## config.mk

```make
export PLATFORM = sky130hd
export DESIGN_NAME = uart_rx_history
export DESIGN_NICKNAME = d
export VERILOG_FILES = /design/src/rtl/uart_rx_history.sv
export SDC_FILE = /design/constraint.sdc
export NUM_CORES = 1
export LEC_CHECK = 0
export BUFFER_PORTS_ARGS = -buffer_cell sky130_fd_sc_hd__buf_2
export CAP_MARGIN = 20
export CORE_MARGIN = 2
export CORE_UTILIZATION = 48
export CTS_BUF_LIST = sky130_fd_sc_hd__clkbuf_4
export CTS_CLUSTER_DIAMETER = 30
export DETAILED_ROUTE_END_ITERATION = 6
export PLACE_DENSITY = 0.7
export SYNTH_ARGS = -nofsm -noshare
export SYNTH_HDL_FRONTEND = slang
export SYNTH_SLANG_ARGS = --single-unit
```

## constraint.sdc

```tcl
create_clock -name clk -period 4.5 [get_ports clk]
set_input_delay 0.45 -clock clk [delete_from_list [all_inputs] [get_ports clk]]
set_output_delay 0.45 -clock clk [all_outputs]
set_load 0.05 [all_outputs]
```

## src/rtl/uart_rx_history.sv

```systemverilog
// 8N1 UART transmitter and receiver with a shift register holding
// the most recently received characters (newest in the low byte).
module uart_rx_history #(
   parameter int DATA_WIDTH      = 8,
   parameter int BAUD_RATE       = 115_200,
   parameter int CLK_FREQ        = 50_000_000,
   parameter int CHARACTER_COUNT = 10
) (
   input  logic                                  clk,
   input  logic                                  reset_n,
   input  logic                                  ena,
   output logic                                  tx_signal,
   input  logic [DATA_WIDTH-1:0]                 tx_data,
   input  logic                                  tx_valid,
   output logic                                  tx_ready,
   input  logic                                  rx_signal,
   output logic [DATA_WIDTH-1:0]                 rx_data,
   output logic                                  rx_valid,
   input  logic                                  rx_ready,
   output logic [DATA_WIDTH*CHARACTER_COUNT-1:0] sr_data
);

   localparam int BIT_CYC = CLK_FREQ / BAUD_RATE;
   localparam int CW      = $clog2(BIT_CYC);
   localparam int IW      = $clog2(DATA_WIDTH);
   localparam int SW      = DATA_WIDTH * CHARACTER_COUNT;

   localparam logic [CW-1:0] CNT_LAST = CW'(BIT_CYC - 1);
   localparam logic [CW-1:0] CNT_HALF = CW'(BIT_CYC / 2);
   localparam logic [IW-1:0] BIT_LAST = IW'(DATA_WIDTH - 1);

   typedef enum logic [1:0] {IDLE, START, DATA, STOP} state_t;

   state_t                tx_state;
   logic [CW-1:0]         tx_cnt;
   logic [IW-1:0]         tx_idx;
   logic [DATA_WIDTH-1:0] tx_shift;

   state_t                rx_state;
   logic [CW-1:0]         rx_cnt;
   logic [IW-1:0]         rx_idx;
   logic [DATA_WIDTH-1:0] rx_shift;
   logic                  rx_s1;
   logic                  rx_s2;
   logic                  rx_valid_d;

   always_ff @(posedge clk or negedge reset_n) begin
      if (!reset_n) begin
         tx_state  <= IDLE;
         tx_cnt    <= '0;
         tx_idx    <= '0;
         tx_shift  <= '0;
         tx_signal <= 1'b1;
         tx_ready  <= 1'b1;
      end else if (ena) begin
         unique case (tx_state)
            IDLE: begin
               if (tx_valid && tx_ready) begin
                  tx_shift  <= tx_data;
                  tx_signal <= 1'b0;
                  tx_ready  <= 1'b0;
                  tx_cnt    <= '0;
                  tx_state  <= START;
               end
            end
            START: begin
               if (tx_cnt == CNT_LAST) begin
                  tx_cnt    <= '0;
                  tx_idx    <= '0;
                  tx_signal <= tx_shift[0];
                  tx_shift  <= tx_shift >> 1;
                  tx_state  <= DATA;
               end else begin
                  tx_cnt <= tx_cnt + 1'b1;
               end
            end
            DATA: begin
               if (tx_cnt == CNT_LAST) begin
                  tx_cnt <= '0;
                  if (tx_idx == BIT_LAST) begin
                     tx_signal <= 1'b1;
                     tx_state  <= STOP;
                  end else begin
                     tx_idx    <= tx_idx + 1'b1;
                     tx_signal <= tx_shift[0];
                     tx_shift  <= tx_shift >> 1;
                  end
               end else begin
                  tx_cnt <= tx_cnt + 1'b1;
               end
            end
            STOP: begin
               if (tx_cnt == CNT_LAST) begin
                  tx_cnt   <= '0;
                  tx_ready <= 1'b1;
                  tx_state <= IDLE;
               end else begin
                  tx_cnt <= tx_cnt + 1'b1;
               end
            end
         endcase
      end
   end

   // Sync flops idle high so reset never looks like a start bit.
   always_ff @(posedge clk or negedge reset_n) begin
      if (!reset_n) begin
         rx_s1      <= 1'b1;
         rx_s2      <= 1'b1;
         rx_state   <= IDLE;
         rx_cnt     <= '0;
         rx_idx     <= '0;
         rx_shift   <= '0;
         rx_data    <= '0;
         rx_valid   <= 1'b0;
         rx_valid_d <= 1'b0;
         sr_data    <= '0;
      end else if (ena) begin
         rx_s1      <= rx_signal;
         rx_s2      <= rx_s1;
         rx_valid_d <= rx_valid;
         if (rx_valid && !rx_valid_d)
            sr_data <= {sr_data[SW-DATA_WIDTH-1:0], rx_data};
         if (rx_valid && rx_ready)
            rx_valid <= 1'b0;
         unique case (rx_state)
            IDLE: begin
               if (!rx_s2) begin
                  rx_cnt   <= '0;
                  rx_state <= START;
               end
            end
            START: begin
               if (rx_cnt == CNT_HALF) begin
                  rx_cnt   <= '0;
                  rx_idx   <= '0;
                  rx_state <= rx_s2 ? IDLE : DATA;
               end else begin
                  rx_cnt <= rx_cnt + 1'b1;
               end
            end
            DATA: begin
               if (rx_cnt == CNT_LAST) begin
                  rx_cnt   <= '0;
                  rx_shift <= {rx_s2, rx_shift[DATA_WIDTH-1:1]};
                  if (rx_idx == BIT_LAST)
                     rx_state <= STOP;
                  else
                     rx_idx <= rx_idx + 1'b1;
               end else begin
                  rx_cnt <= rx_cnt + 1'b1;
               end
            end
            STOP: begin
               if (rx_cnt == CNT_LAST) begin
                  rx_cnt   <= '0;
                  rx_state <= IDLE;
                  // Bad stop bit or unconsumed previous byte: drop it.
                  if (rx_s2 && !rx_valid) begin
                     rx_data  <= rx_shift;
                     rx_valid <= 1'b1;
                  end
               end else begin
                  rx_cnt <= rx_cnt + 1'b1;
               end
            end
         endcase
      end
   end

endmodule

```

Word-level counts from Yosys, hierarchy flattened
Index checks and enable logic that the tools add are counted.
{"block": "classes", "addsub": 4, "n_eq_ne": 23, "n_mux": 44, "reduce_logical": 26}
{"cell": "two-way mux 9 bit", "count": 5}
{"cell": "two-way mux 8 bit", "count": 4}
{"cell": "one-hot mux 9 bit (3 select lines)", "count": 1}
{"cell": "!= test 2 bit (second input constant)", "count": 12}
{"cell": "one-hot mux 8 bit (3 select lines)", "count": 1}
{"cell": "two-way mux 2 bit", "count": 11}
{"cell": "adder 9 x 1 -> 9 bit (second input constant)", "count": 2}
{"cell": "== test 9 bit (second input constant)", "count": 2}
{"cell": "two-way mux 3 bit", "count": 6}
{"cell": "one-hot mux 9 bit (2 select lines)", "count": 1}
{"cell": "AND reduction 6 bit", "count": 3}
{"cell": "one-hot mux 2 bit (4 select lines)", "count": 2}
{"cell": "AND reduction 5 bit", "count": 3}
{"cell": "one-hot mux 3 bit (2 select lines)", "count": 2}
{"cell": "== test 9 x 8 -> 1 bit (second input constant)", "count": 1}
{"cell": "two-way mux 1 bit", "count": 9}
{"cell": "== test 2 bit (second input constant)", "count": 4}
{"cell": "AND reduction 4 bit", "count": 2}
{"cell": "adder 3 x 1 -> 3 bit (second input constant)", "count": 2}
{"cell": "== test 3 bit (second input constant)", "count": 2}
{"cell": "AND reduction 2 bit", "count": 3}
{"cell": "nonzero test 2 bit", "count": 3}
{"cell": "== test 2 x 1 -> 1 bit (second input constant)", "count": 2}
{"cell": "logical AND 1 bit", "count": 4}
{"cell": "other kinds (8)", "count": 10}
{"block": "totals", "regBits": 138, "inputBits": 14, "out_inout_bits": 91, "wordCells": 113}

Logic depth before layout (Yosys ltp)
Gate-level depths: netlist of the first run.
{"block": "logic_depth", "depth_word": 5, "depth_mapped": 8, "depth_no_buf": 6}

Worst setup path after synthesis of the first run
No wires, ideal clock.
{"block": "synth_timing", "path_kind": "register -> register", "startpoint": "register tx_state[0]", "endpoint": "register tx_shift[0]", "t_arrival_ns": 1.917, "path_slack_ns": 2.459, "path_stages_with_launch": 7, "synth_period_minus_slack_ns": 2.041, "path_cell_list": "dfrtp_1 inv_1 ha_1 a21boi_0 nor2_1 a32oi_2 mux2_2"}
{"block": "synth_between", "elab_chain_cells": 3}
{"element": "from (decl)", "line_no": "34", "rtl": "state_t tx_state;"}
{"element": "from (signal assigned)", "line_no": "49", "rtl": "tx_state <= IDLE;"}
{"element": "from (signal assigned)", "line_no": "63", "rtl": "tx_state <= START;"}
{"element": "from (signal assigned)", "line_no": "72", "rtl": "tx_state <= DATA;"}
{"element": "== test 2 bit (tied with other cells)", "line_no": "56", "rtl": "unique case (tx_state)"}
{"element": "!= test 2 bit (no source line) / nonzero test 3 bit (equally long branches)"}
{"element": "AND reduction 6 bit (no source line)"}
{"element": "to (signal assigned)", "line_no": "59", "rtl": "tx_shift <= tx_data;"}
{"element": "to (signal assigned)", "line_no": "71", "rtl": "tx_shift <= tx_shift >> 1;"}
{"element": "to (signal assigned)", "line_no": "86", "rtl": "tx_shift <= tx_shift >> 1;"}
{"element": "to (decl)", "line_no": "37", "rtl": "logic [DATA_WIDTH-1:0] tx_shift;"}
Several ways; a longest one is shown, not always the timed one.
A chain may end at the register's enable or synchronous reset.

Final worst setup path of the first run
{"block": "layout_timing", "startpoint": "register tx_state[0]", "endpoint": "register tx_shift[5]"}
The elaborated chain is that of the path after synthesis.

==> results of run 1 <==
## cells in the mapped netlist (2+ instances only)
cell | n | area [sq um]
mux2i_1 | 4 | 40.0
and2_1 | 2 | 12.5
mux2_2 | 114 | 1280
inv_1 | 13 | 48.8
nor4_1 | 3 | 18.8
xor2_1 | 7 | 61.3
and3_1 | 2 | 12.5
o31ai_1 | 2 | 15.0
o21a_1 | 3 | 22.5
and4_1 | 2 | 17.5
o21ai_0 | 11 | 55.1
nor3_1 | 4 | 20.0
nor2_1 | 18 | 67.6
dfrtp_1 | 134 | 3350
dfstp_2 | 4 | 105
nand2_1 | 23 | 86.3
buf_1 | 3 | 11.3
nand4_1 | 12 | 75.1
or3_1 | 2 | 12.5
nand3_1 | 10 | 50.1
o41ai_1 | 2 | 17.5
a31oi_1 | 2 | 12.5
a21o_1 | 4 | 30.0
nand2b_1 | 2 | 12.5
buf_2 | 4 | 20.0
o211ai_1 | 10 | 75.1
clkbuf_1 | 15 | 56.3
a21oi_1 | 6 | 30.0
a21boi_0 | 3 | 22.5
ha_1 | 13 | 163
## cell families (layout without fill, tap and decap cells)
family	Yosys count	count (layout)
buffers and inverters	36	151
multiplexers	119	119
AND/OR/NAND/NOR	92	92
AO/OA/AOI/OAI	56	56
adder cells (fa/ha/maj)	13	13
XOR/XNOR	7	7
flip-flops	138	138
## layout make-up
class / instances / area [sq um]
clock buffers: 17 / 128
clock inverters: 13 / 155
fillers: 1039 / 5430
inverters: 14 / 52.6
multi-input cells: 287 / 2480
flip-flops and latches: 138 / 3460
well taps: 172 / 215
repair buffers: 107 / 547
## layout by cell type, fill, tap and decap left out, types with 3 or more instances in the layout
cell          n
xor2_1        7
nand2_1      23
dfrtp_1     134
ha_1         13
mux2_2      114
clkbuf_4     17
o21a_1        3
clkinvlp_4    4
nand4_1      12
bufinv_16     3
inv_1        13
a21o_1        4
nor4_1        3
o21ai_0      11
a21boi_0      3
o211ai_1     10
nor2_1       18
nor3_1        4
mux2i_1       4
nand3_1      10
a21oi_1       6
buf_2       104
dfstp_2       4
## metrics by stage
stage | cells | setup WS [ns] | util, % | total power, W
finish | 748 | 2.15 | 56.4 | 0.00238
global route | 748 | 1.88 | 56.4 | 0.00251
CTS | 747 | 2.16 | 56.4 | 0.00241
detailed placement | 717 | 2.16 | 54.1 | 0.00160
global placement | 717 | 2.26 | 54.1 | 0.00159
floorplan | 461 | 2.46 | - | 0.00153
## layer usage
layer	wire, microns	GRT usage, %	vias to the layer above
met2	5290	26.8	104
met3	648	4.62	13
met5	0	0	-
met1	5300	24.8	1947
met4	148	7.54	0
li1	-	-	1894
## power by group
group | switching [W] | leakage (nW) | internal [W]
logic | 0.000114 | 1.80 | 0.0000790
clock network | 0.000427 | 0.140 | 0.000374
registers | 0.0000880 | 1.86 | 0.00130
total | 0.000630 | 3.80 | 0.00175
## registers in the layout, summed over array words and instances, names as in the netlist, named ones only
name and flops:
rx_cnt 9, rx_data 8, rx_idx 3, rx_s1 1, rx_s2 1, rx_shift 8
rx_state 1, rx_valid 1, rx_valid_d 1, sr_data 80, tx_cnt 9, tx_idx 3
tx_ready 1, tx_shift 8, tx_signal 1, tx_state 2
## how the worst max path moves through the flow
stage           startpoint           to  slack (ns)  cells after the start
6_report       tx_state[0]  tx_shift[5]        2.15                      6
4_1_cts        tx_state[0]  tx_shift[5]        2.16                      6
3_3_place_gp           ena   rx_data[2]        2.26                      5
3_5_place_dp     rx_cnt[0]    rx_cnt[2]        2.16                      5
5_1_grt        tx_state[0]  tx_shift[5]        1.88                      6
2_1_floorplan  tx_state[0]  tx_shift[0]        2.46                      6
## worst max-delay path, stage by stage, from the launching register on
cell	delay, ns
dfrtp_1	0.42
inv_1	0.13
ha_1	0.19
a21boi_0	0.44
nor2_1	0.15
a32oi_2	0.50
mux2_2	0.40
==> impl_metrics.tcl, run 1 <==
set metrics [dict create \
    slew_violations 0 \
    hold_viol 0 \
    tightest_slew_ns 1.00 \
    synth-seq-cells 138 \
    root_buffer "clkbuf_4" \
    grt_pass1_vias 3781 \
    yosys_warnings 0 \
    period_needed_ns 2.35 \
    setup_viol_count_final 0 \
    fin_area_sq_mm 0.00703 \
    synth_compound_area_share_pct 6.69 \
    grt_setup_unrepaired "no" \
    clk_pin_slew_ns 0.11 \
    synth_ff_type "dfrtp_1" \
    ios 105 \
    synth_top_family_by_area "multiplexers" \
    drc 0 \
    ys_seq_area_share_pct 56.9 \
    path_max_fanout 8 \
    synthMuxAreaShare_pct 22.0 \
    dpl.hpwl_mm 7.87 \
    syn_to_final_growth_pct 15.8 \
    crit_type "reg -> reg" \
    vias_per_cell 5.29 \
    post-route-period-util_pct 52.2 \
    synthesis.nets 488 \
    hold_ws_ns 0.0145 \
    synth_fa_ha_area_share_pct 2.68 \
    max_cap_viol_count 0 \
    yosys.area_share.simple_pct 8.44 \
    grt_max_degree 106 \
    maxSlewHeadroom_pct 33.2 \
    worst_hold_path_type "in -> async" \
    p_per_area_mw_per_mm2 338 \
    critPathArrivalTime_ns 2.77 \
    layout.nets 592 \
    synth_edf_count 0 \
    antenna-diode-count 0 \
    setup_tns_ns 0 \
    status "complete, no violations" \
    grt.total_usage_pct 17.9 \
    cts_buffers 17 \
    post_dp_cell_area_sq_mm 0.00675 \
    gp_congestion 0.825 \
    vias 3958 \
    synth_xor_area_share_pct 1.01 \
    postSynthCellCount 461 \
    fin_worst_skew_ns 0.0241 \
    ys_types 57 \
    p_leak_nw 3.80 \
    portBuffers 104 \
    worstSkewPairLatency_ns 0.54 \
    max_freq_mhz 426 \
    grt_pass1_wl_mm 18.9 \
    antenna_found_initial 0 \
    rr_worst_depth 6 \
    dieArea_sq_mm 0.0136 \
    ant_nets 0 \
    wl_per_cell_microns 15.2 \
    cts_sinks 138 \
    initialDrtViolationCount 319 \
    postCtsSetupRepairBufs 0 \
    netlist_area_sq_mm 0.00608 \
    rows 41 \
    grt_remaining_overflow 0 \
    ir_drop_v 0.000174 \
    cts.path.max_buffers 2 \
    synthArstFlopShare_pct 100 \
    crit_path_start_kind "flip-flop" \
    drive_gt1_share_pct 45.7 \
    worstReg2RegEnd "tx_shift[5]" \
    r2r_start "tx_state[0]" \
    syn_avg_cell_area_sq_um 13.2 \
    drt_wl_total_mm 11.4 \
    r2r_slack_ns 2.15 \
    drtPass1Iterations 4 \
    core_sq_mm 0.0125 \
    die_w_microns 117 \
    start_util_pct 48.8 \
    required_ns 4.92 \
    cts-resized-gates 0 \
    cp-end-kind "flip-flop" \
    ctsHoldBuffers 0 \
    ctsHtreeMaxLevel 4 \
    die_h_microns 117 \
    cts_tree "done" \
]
Note: power is estimated with default switching activity, not from simulation.
==> run 2, diff against run 1 <==
--- a/config.mk
+++ b/config.mk
@@ -5,6 +5,7 @@
 export SDC_FILE = /design/constraint.sdc
 export NUM_CORES = 1
 export LEC_CHECK = 0
+export ABC_AREA = 1
 export BUFFER_PORTS_ARGS = -buffer_cell sky130_fd_sc_hd__buf_2
 export CAP_MARGIN = 20
 export CORE_MARGIN = 2
@@ -12,7 +13,7 @@
 export CTS_BUF_LIST = sky130_fd_sc_hd__clkbuf_4
 export CTS_CLUSTER_DIAMETER = 30
 export DETAILED_ROUTE_END_ITERATION = 6
-export PLACE_DENSITY = 0.7
+export PLACE_DENSITY = 0.73
 export SYNTH_ARGS = -nofsm -noshare
 export SYNTH_HDL_FRONTEND = slang
 export SYNTH_SLANG_ARGS = --single-unit
==> constraint.sdc (replaced) <==
create_clock -name clk -period 2 [get_ports clk]
set_input_delay 0.2 -clock clk [delete_from_list [all_inputs] [get_ports clk]]
set_output_delay 0.2 -clock clk [all_outputs]
set_load 0.05 [all_outputs]
==> impl_metrics.tcl, run 2 <==
set metrics [dict create \
    synthesis.nets 686 \
    drive_gt1_share_pct 22.9 \
    min-delay-start "ena" \
    syn_avg_cell_area_sq_um 9.21 \
    ctsHtreeMaxLevel 4 \
    setup_viol_count_final 0 \
    worstReg2RegEnd "tx_shift[5]" \
    layout.nets 806 \
    gp_congestion 0.903 \
    antenna-diode-count 0 \
    final_common_cell "nand2_1" \
    tightest_slew_ns 0.508 \
    crit_type "reg -> reg" \
    syn_to_final_growth_pct 18.1 \
    drc 0 \
    grt_pass1_vias 4364 \
    cts_tree "done" \
    clk_pin_slew_ns 0.12 \
    drtPass1Iterations 4 \
    period_needed_ns 1.84 \
    slew_violations 0 \
    worstSkewPairLatency_ns 0.54 \
    reg_top3 "sr_data: 80 flops, rx_cnt: 9 flops, tx_cnt: 9 flops" \
    core_sq_mm 0.0125 \
    netlist_area_sq_mm 0.00607 \
    die_w_microns 116 \
    synth_edf_count 0 \
    fill_cells 1127 \
    yosys-top-cells-count "nand2_1, dfrtp_1, inv_1" \
    layout_common_cells "nand2_1, dfrtp_1, buf_2" \
    vias 4655 \
    setup_tns_ns 0 \
    r2r_start "tx_state[0]" \
    antenna_found_initial 0 \
    maxSlewHeadroom_pct 66.1 \
    required_ns 2.43 \
    largest_reg_flops 80 \
    yosys_warnings 0 \
    largest-register "sr_data" \
    status "complete, no violations" \
    synthTopCellsByArea "dfrtp_1, nand2_1, inv_1, nor2_1, o21ai_0" \
    ys_types 38 \
    postCtsSetupRepairBufs 0 \
    initialDrtViolationCount 324 \
    multi_input_area_sq_mm 0.00212 \
    hold_end "rx_s1" \
    grt.total_usage_pct 18.7 \
    cp-end-kind "flip-flop" \
    synth.largest_area_cell "dfrtp_1" \
    synthArstFlopShare_pct 100 \
    wl_per_cell_microns 12.5 \
    grt_remaining_overflow 0 \
    post-route-period-util_pct 92.1 \
    vias_per_cell 4.83 \
    crit_path_start_kind "flip-flop" \
    p_leak_nw 3.82 \
    grt_max_degree 52 \
    cts.path.max_buffers 2 \
    max_cap_viol_count 0 \
    root_buffer "clkbuf_4" \
    synth.most_common_cell "nand2_1" \
    ios 105 \
    p_per_area_mw_per_mm2 742 \
    synth_top_area_share_pct 55.3 \
    ir_drop_v 0.000290 \
    postSynthCellCount 659 \
    ant_nets 0 \
    worst_hold_path_type "in -> reg" \
    synth_ff_type "dfrtp_1" \
    cts-resized-gates 0 \
    dieArea_sq_mm 0.0136 \
    grt_pass1_wl_mm 19.8 \
    path_max_fanout 16 \
    drt_wl_total_mm 12.0 \
    synth-seq-cells 138 \
    r2r_slack_ns 0.16 \
    rr_worst_depth 7 \
    dpl.hpwl_mm 8.70 \
    die_h_microns 116 \
    fin_worst_skew_ns 0.0185 \
    max_freq_mhz 543 \
    rows 41 \
    ys_seq_area_share_pct 57.0 \
    regArea_sq_mm 0.00346 \
    portBuffers 104 \
    grt_setup_unrepaired "no" \
    total_power_w 0.00531 \
    cts_buffers 17 \
    whs_path_depth 4 \
    start_util_pct 48.7 \
    cts_sinks 138 \
    critPathArrivalTime_ns 2.27 \
    ctsHoldBuffers 11 \
    hold_viol 0 \
]
run 2: cell type report:
type | count | area share (%)
Timing Repair Buffer | 123 | 10.4
Multi-Input combinational cell | 416 | 29.7
Clock buffer | 17 | 1.78
Tap cell | 172 | 3.00
Clock inverter | 15 | 2.41
Inverter | 83 | 4.44
Sequential cell | 138 | 48.3
run 2: through the flow:
stage	hold WS (ns)	std cells	util [%]	cell area (sq um)	setup WS [ns]
finish	0.102	964	57.5	7160	0.159
floorplan	-0.0956	659	-	6070	0.342
global placement	0.154	921	54.2	6750	0.292
detailed placement	0.154	921	54.2	6750	0.179
global route	0.0767	964	57.5	7160	0.00875
CTS	0.0348	964	57.5	7160	0.157
run 2: cells by family (layout without fill, tap and decap cells):
group | after synthesis | count (layout) | share of synthesized area (%)
adders and majority gates | 13 | 13 | 2.68
xor gates and xnor gates | 2 | 2 | 0.289
buffers and inverters | 105 | 238 | 7.98
AOI/OAI and AO/OA | 131 | 131 | 12.1
DFF | 138 | 138 | 57.0
muxes | 8 | 8 | 1.34
and+or+nand+nor | 262 | 262 | 18.6
run 2: worst max-delay path, stage by stage, from the launching register on:
cell and delay (ns):
dfrtp_1 0.43, inv_1 0.10, ha_1 0.27, or2_2 0.34
nand2_1 0.17, nand3_4 0.22, nand2_1 0.15, o21ai_2 0.06
run 2: worst max path at each step:
stage / slack [ns] / startpoint / cells past startpoint / end
2_1_floorplan: 0.34 / tx_state[0] / 8 / tx_shift[0]
3_3_place_gp: 0.29 / tx_state[0] / 7 / tx_shift[7]
3_5_place_dp: 0.18 / tx_state[0] / 7 / tx_shift[3]
4_1_cts: 0.16 / tx_state[0] / 7 / tx_shift[5]
5_1_grt: 0.009 / tx_state[0] / 7 / tx_shift[5]
6_report: 0.16 / tx_state[0] / 7 / tx_shift[5]
run 2: metal layers:
layer	vias to the layer above	global-route usage (%)	routed length [microns]
li1	2340	-	-
met2	112	31.1	5910
met1	2190	23.3	5250
met5	-	0	0
met4	0	7.78	153
met3	13	5.03	726
run 2: report_power, final:
part	total, W	switching (W)	internal [W]
Sequential	0.00293	0.0000708	0.00285
Clock	0.00187	0.00101	0.000865
Combinational	0.000516	0.000348	0.000168
Total	0.00531	0.00143	0.00389
==> run 3, diff against run 2 <==
--- a/config.mk
+++ b/config.mk
@@ -5,7 +5,7 @@
 export SDC_FILE = /design/constraint.sdc
 export NUM_CORES = 1
 export LEC_CHECK = 0
-export ABC_AREA = 1
+export ABC_AREA = 0
 export BUFFER_PORTS_ARGS = -buffer_cell sky130_fd_sc_hd__buf_2
 export CAP_MARGIN = 20
 export CORE_MARGIN = 2
@@ -13,6 +13,7 @@
 export CTS_BUF_LIST = sky130_fd_sc_hd__clkbuf_4
 export CTS_CLUSTER_DIAMETER = 30
 export DETAILED_ROUTE_END_ITERATION = 6
+export GPL_ROUTABILITY_DRIVEN = 0
 export PLACE_DENSITY = 0.73
 export SYNTH_ARGS = -nofsm -noshare
 export SYNTH_HDL_FRONTEND = slang
==> impl_metrics.tcl, run 3 (synthesis results as in run 1) <==
set metrics [dict create \
    max_cap_viol_count 0 \
    worst_hold_path_type "in -> reg" \
    core_sq_mm 0.0125 \
    cts_buffers 17 \
    dieArea_sq_mm 0.0136 \
    worstSkewPairLatency_ns 0.54 \
    largest-register "sr_data" \
    whs_path_depth 3 \
    maxSlewHeadroom_pct 63.2 \
    grt-busiest-layer "met2" \
    fin_worst_skew_ns 0.0144 \
    clk_pin_slew_ns 0.10 \
    status "complete, no violations" \
    ant_nets 0 \
    fill_cells 1035 \
    vias_per_cell 5.34 \
    hold_viol 0 \
    post_dp_cell_area_sq_mm 0.00693 \
    p_leak_nw 3.99 \
    grt.total_usage_pct 18.3 \
    cts_sinks 138 \
    root_buffer "clkbuf_4" \
    grt_use_met3_pct 4.83 \
    portBuffers 104 \
    drive_gt1_share_pct 48.0 \
    max_freq_mhz 501 \
    p_per_area_mw_per_mm2 710 \
    total_power_w 0.00525 \
    critPathArrivalTime_ns 2.42 \
    crit_path_start "tx_state[1]" \
    min-delay-start "tx_data[5]" \
    period_needed_ns 2.00 \
    drc 0 \
    grtUsageMet2_pct 28.4 \
    rr_worst_depth 7 \
    grt_remaining_overflow 0 \
    post-route-period-util_pct 99.9 \
    tightest_slew_ns 0.553 \
    dp_slack_ns -0.128 \
    layout.nets 627 \
    layout_common_cells "dfrtp_1, mux2_2, buf_2" \
    setup_slack_ns 0.00215 \
    r2r_start "tx_state[1]" \
    required_ns 2.42 \
    rows 41 \
    path_max_fanout 4 \
    crit_type "reg -> reg" \
    fin_area_sq_mm 0.00739 \
    grt_util_met1_pct 24.5 \
    antenna_found_initial 0 \
    grt_pass1_vias 4078 \
    largest_reg_flops 80 \
    setup_viol_count_final 0 \
    wl_per_cell_microns 15.2 \
    grt_max_degree 81 \
    start_util_pct 48.8 \
    ir_drop_v 0.000481 \
    die_h_microns 117 \
    crit_path_start_kind "flip-flop" \
    dpl.hpwl_mm 8.24 \
    ios 105 \
    ctsHtreeMaxLevel 4 \
    cp-end-kind "flip-flop" \
    die_w_microns 117 \
    drtPass1Iterations 6 \
    drt_wl_total_mm 12.0 \
    antenna-diode-count 0 \
    initialDrtViolationCount 278 \
    syn_to_final_growth_pct 21.6 \
    grt_pass1_wl_mm 19.5 \
    cts_tree "done" \
    slew_violations 0 \
    reg_top3 "sr_data: 80 flops, rx_cnt: 9 flops, tx_cnt: 9 flops" \
    vias 4194 \
    cts.path.max_buffers 2 \
    r2r_slack_ns 0.002 \
    final_common_cell "dfrtp_1" \
]
run 3: final cells by class:
| cell class | count | area [sq um] | share of cell area [%] |
|---|---|---|---|
| clock inverters | 13 | 104 | 1.41 |
| clock buffers | 19 | 143 | 1.93 |
| repair buffers | 142 | 891 | 12.1 |
| multi-input cells | 287 | 2530 | 34.2 |
| inverters | 14 | 52.6 | 0.711 |
| well taps | 172 | 215 | 2.91 |
| flip-flops and latches | 138 | 3460 | 46.8 |
run 3: metal layers:
layer / vias to the layer above / wire length, microns
met1: 2072 / 5340
met4: 0 / 247
met3: 23 / 621
met5: - / 0
li1: 1969 / -
met2: 130 / 5760
run 3: worst max-delay path, cell delays in order, from the launching register on:
cell	delay [ns]
dfrtp_1	0.41
inv_1	0.11
ha_2	0.20
a21boi_2	0.19
buf_4	0.15
nor2_1	0.08
a32oi_1	0.39
mux2_1	0.37
run 3: path summary, 6_finish.rpt:
check                              endpoint
min in group asynchronous       sr_data[31]
worst min-delay path            tx_shift[5]
worst min register to register  sr_data[74]
worst max-delay path            tx_state[1]
max in group asynchronous        sr_data[1]
worst max register to register  tx_state[1]
run 3: report_power, final:
| group | internal, W | leakage [nW] | total (W) | switching (W) |
|---|---|---|---|---|
| registers | 0.00292 | 1.86 | 0.00307 | 0.000155 |
| logic | 0.000250 | 1.99 | 0.000583 | 0.000333 |
| clock network | 0.000632 | 0.138 | 0.00159 | 0.000962 |
| total | 0.00380 | 3.99 | 0.00525 | 0.00145 |
run 3: repair_timing:
item / CTS / global route
pin swaps: 2 / 2
endpoints found under the hold margin: 64 / 0
resized for setup: 5 / 4
setup buffers: 2 / 5
setup endpoints to repair: 8 / 33
hold buffers: 10 / 0
run 3: metrics by stage:
step	TNS [ns]	utilization, %	cells	hold slack [ns]
after floorplan	0	-	461	-0.0956
after global placement	0	55.6	736	0.203
after detailed placement	-0.915	55.6	736	0.217
after CTS	0	58.8	780	0.0279
after global routing	-0.148	59.3	785	0.0217
final	0	59.3	785	0.0644
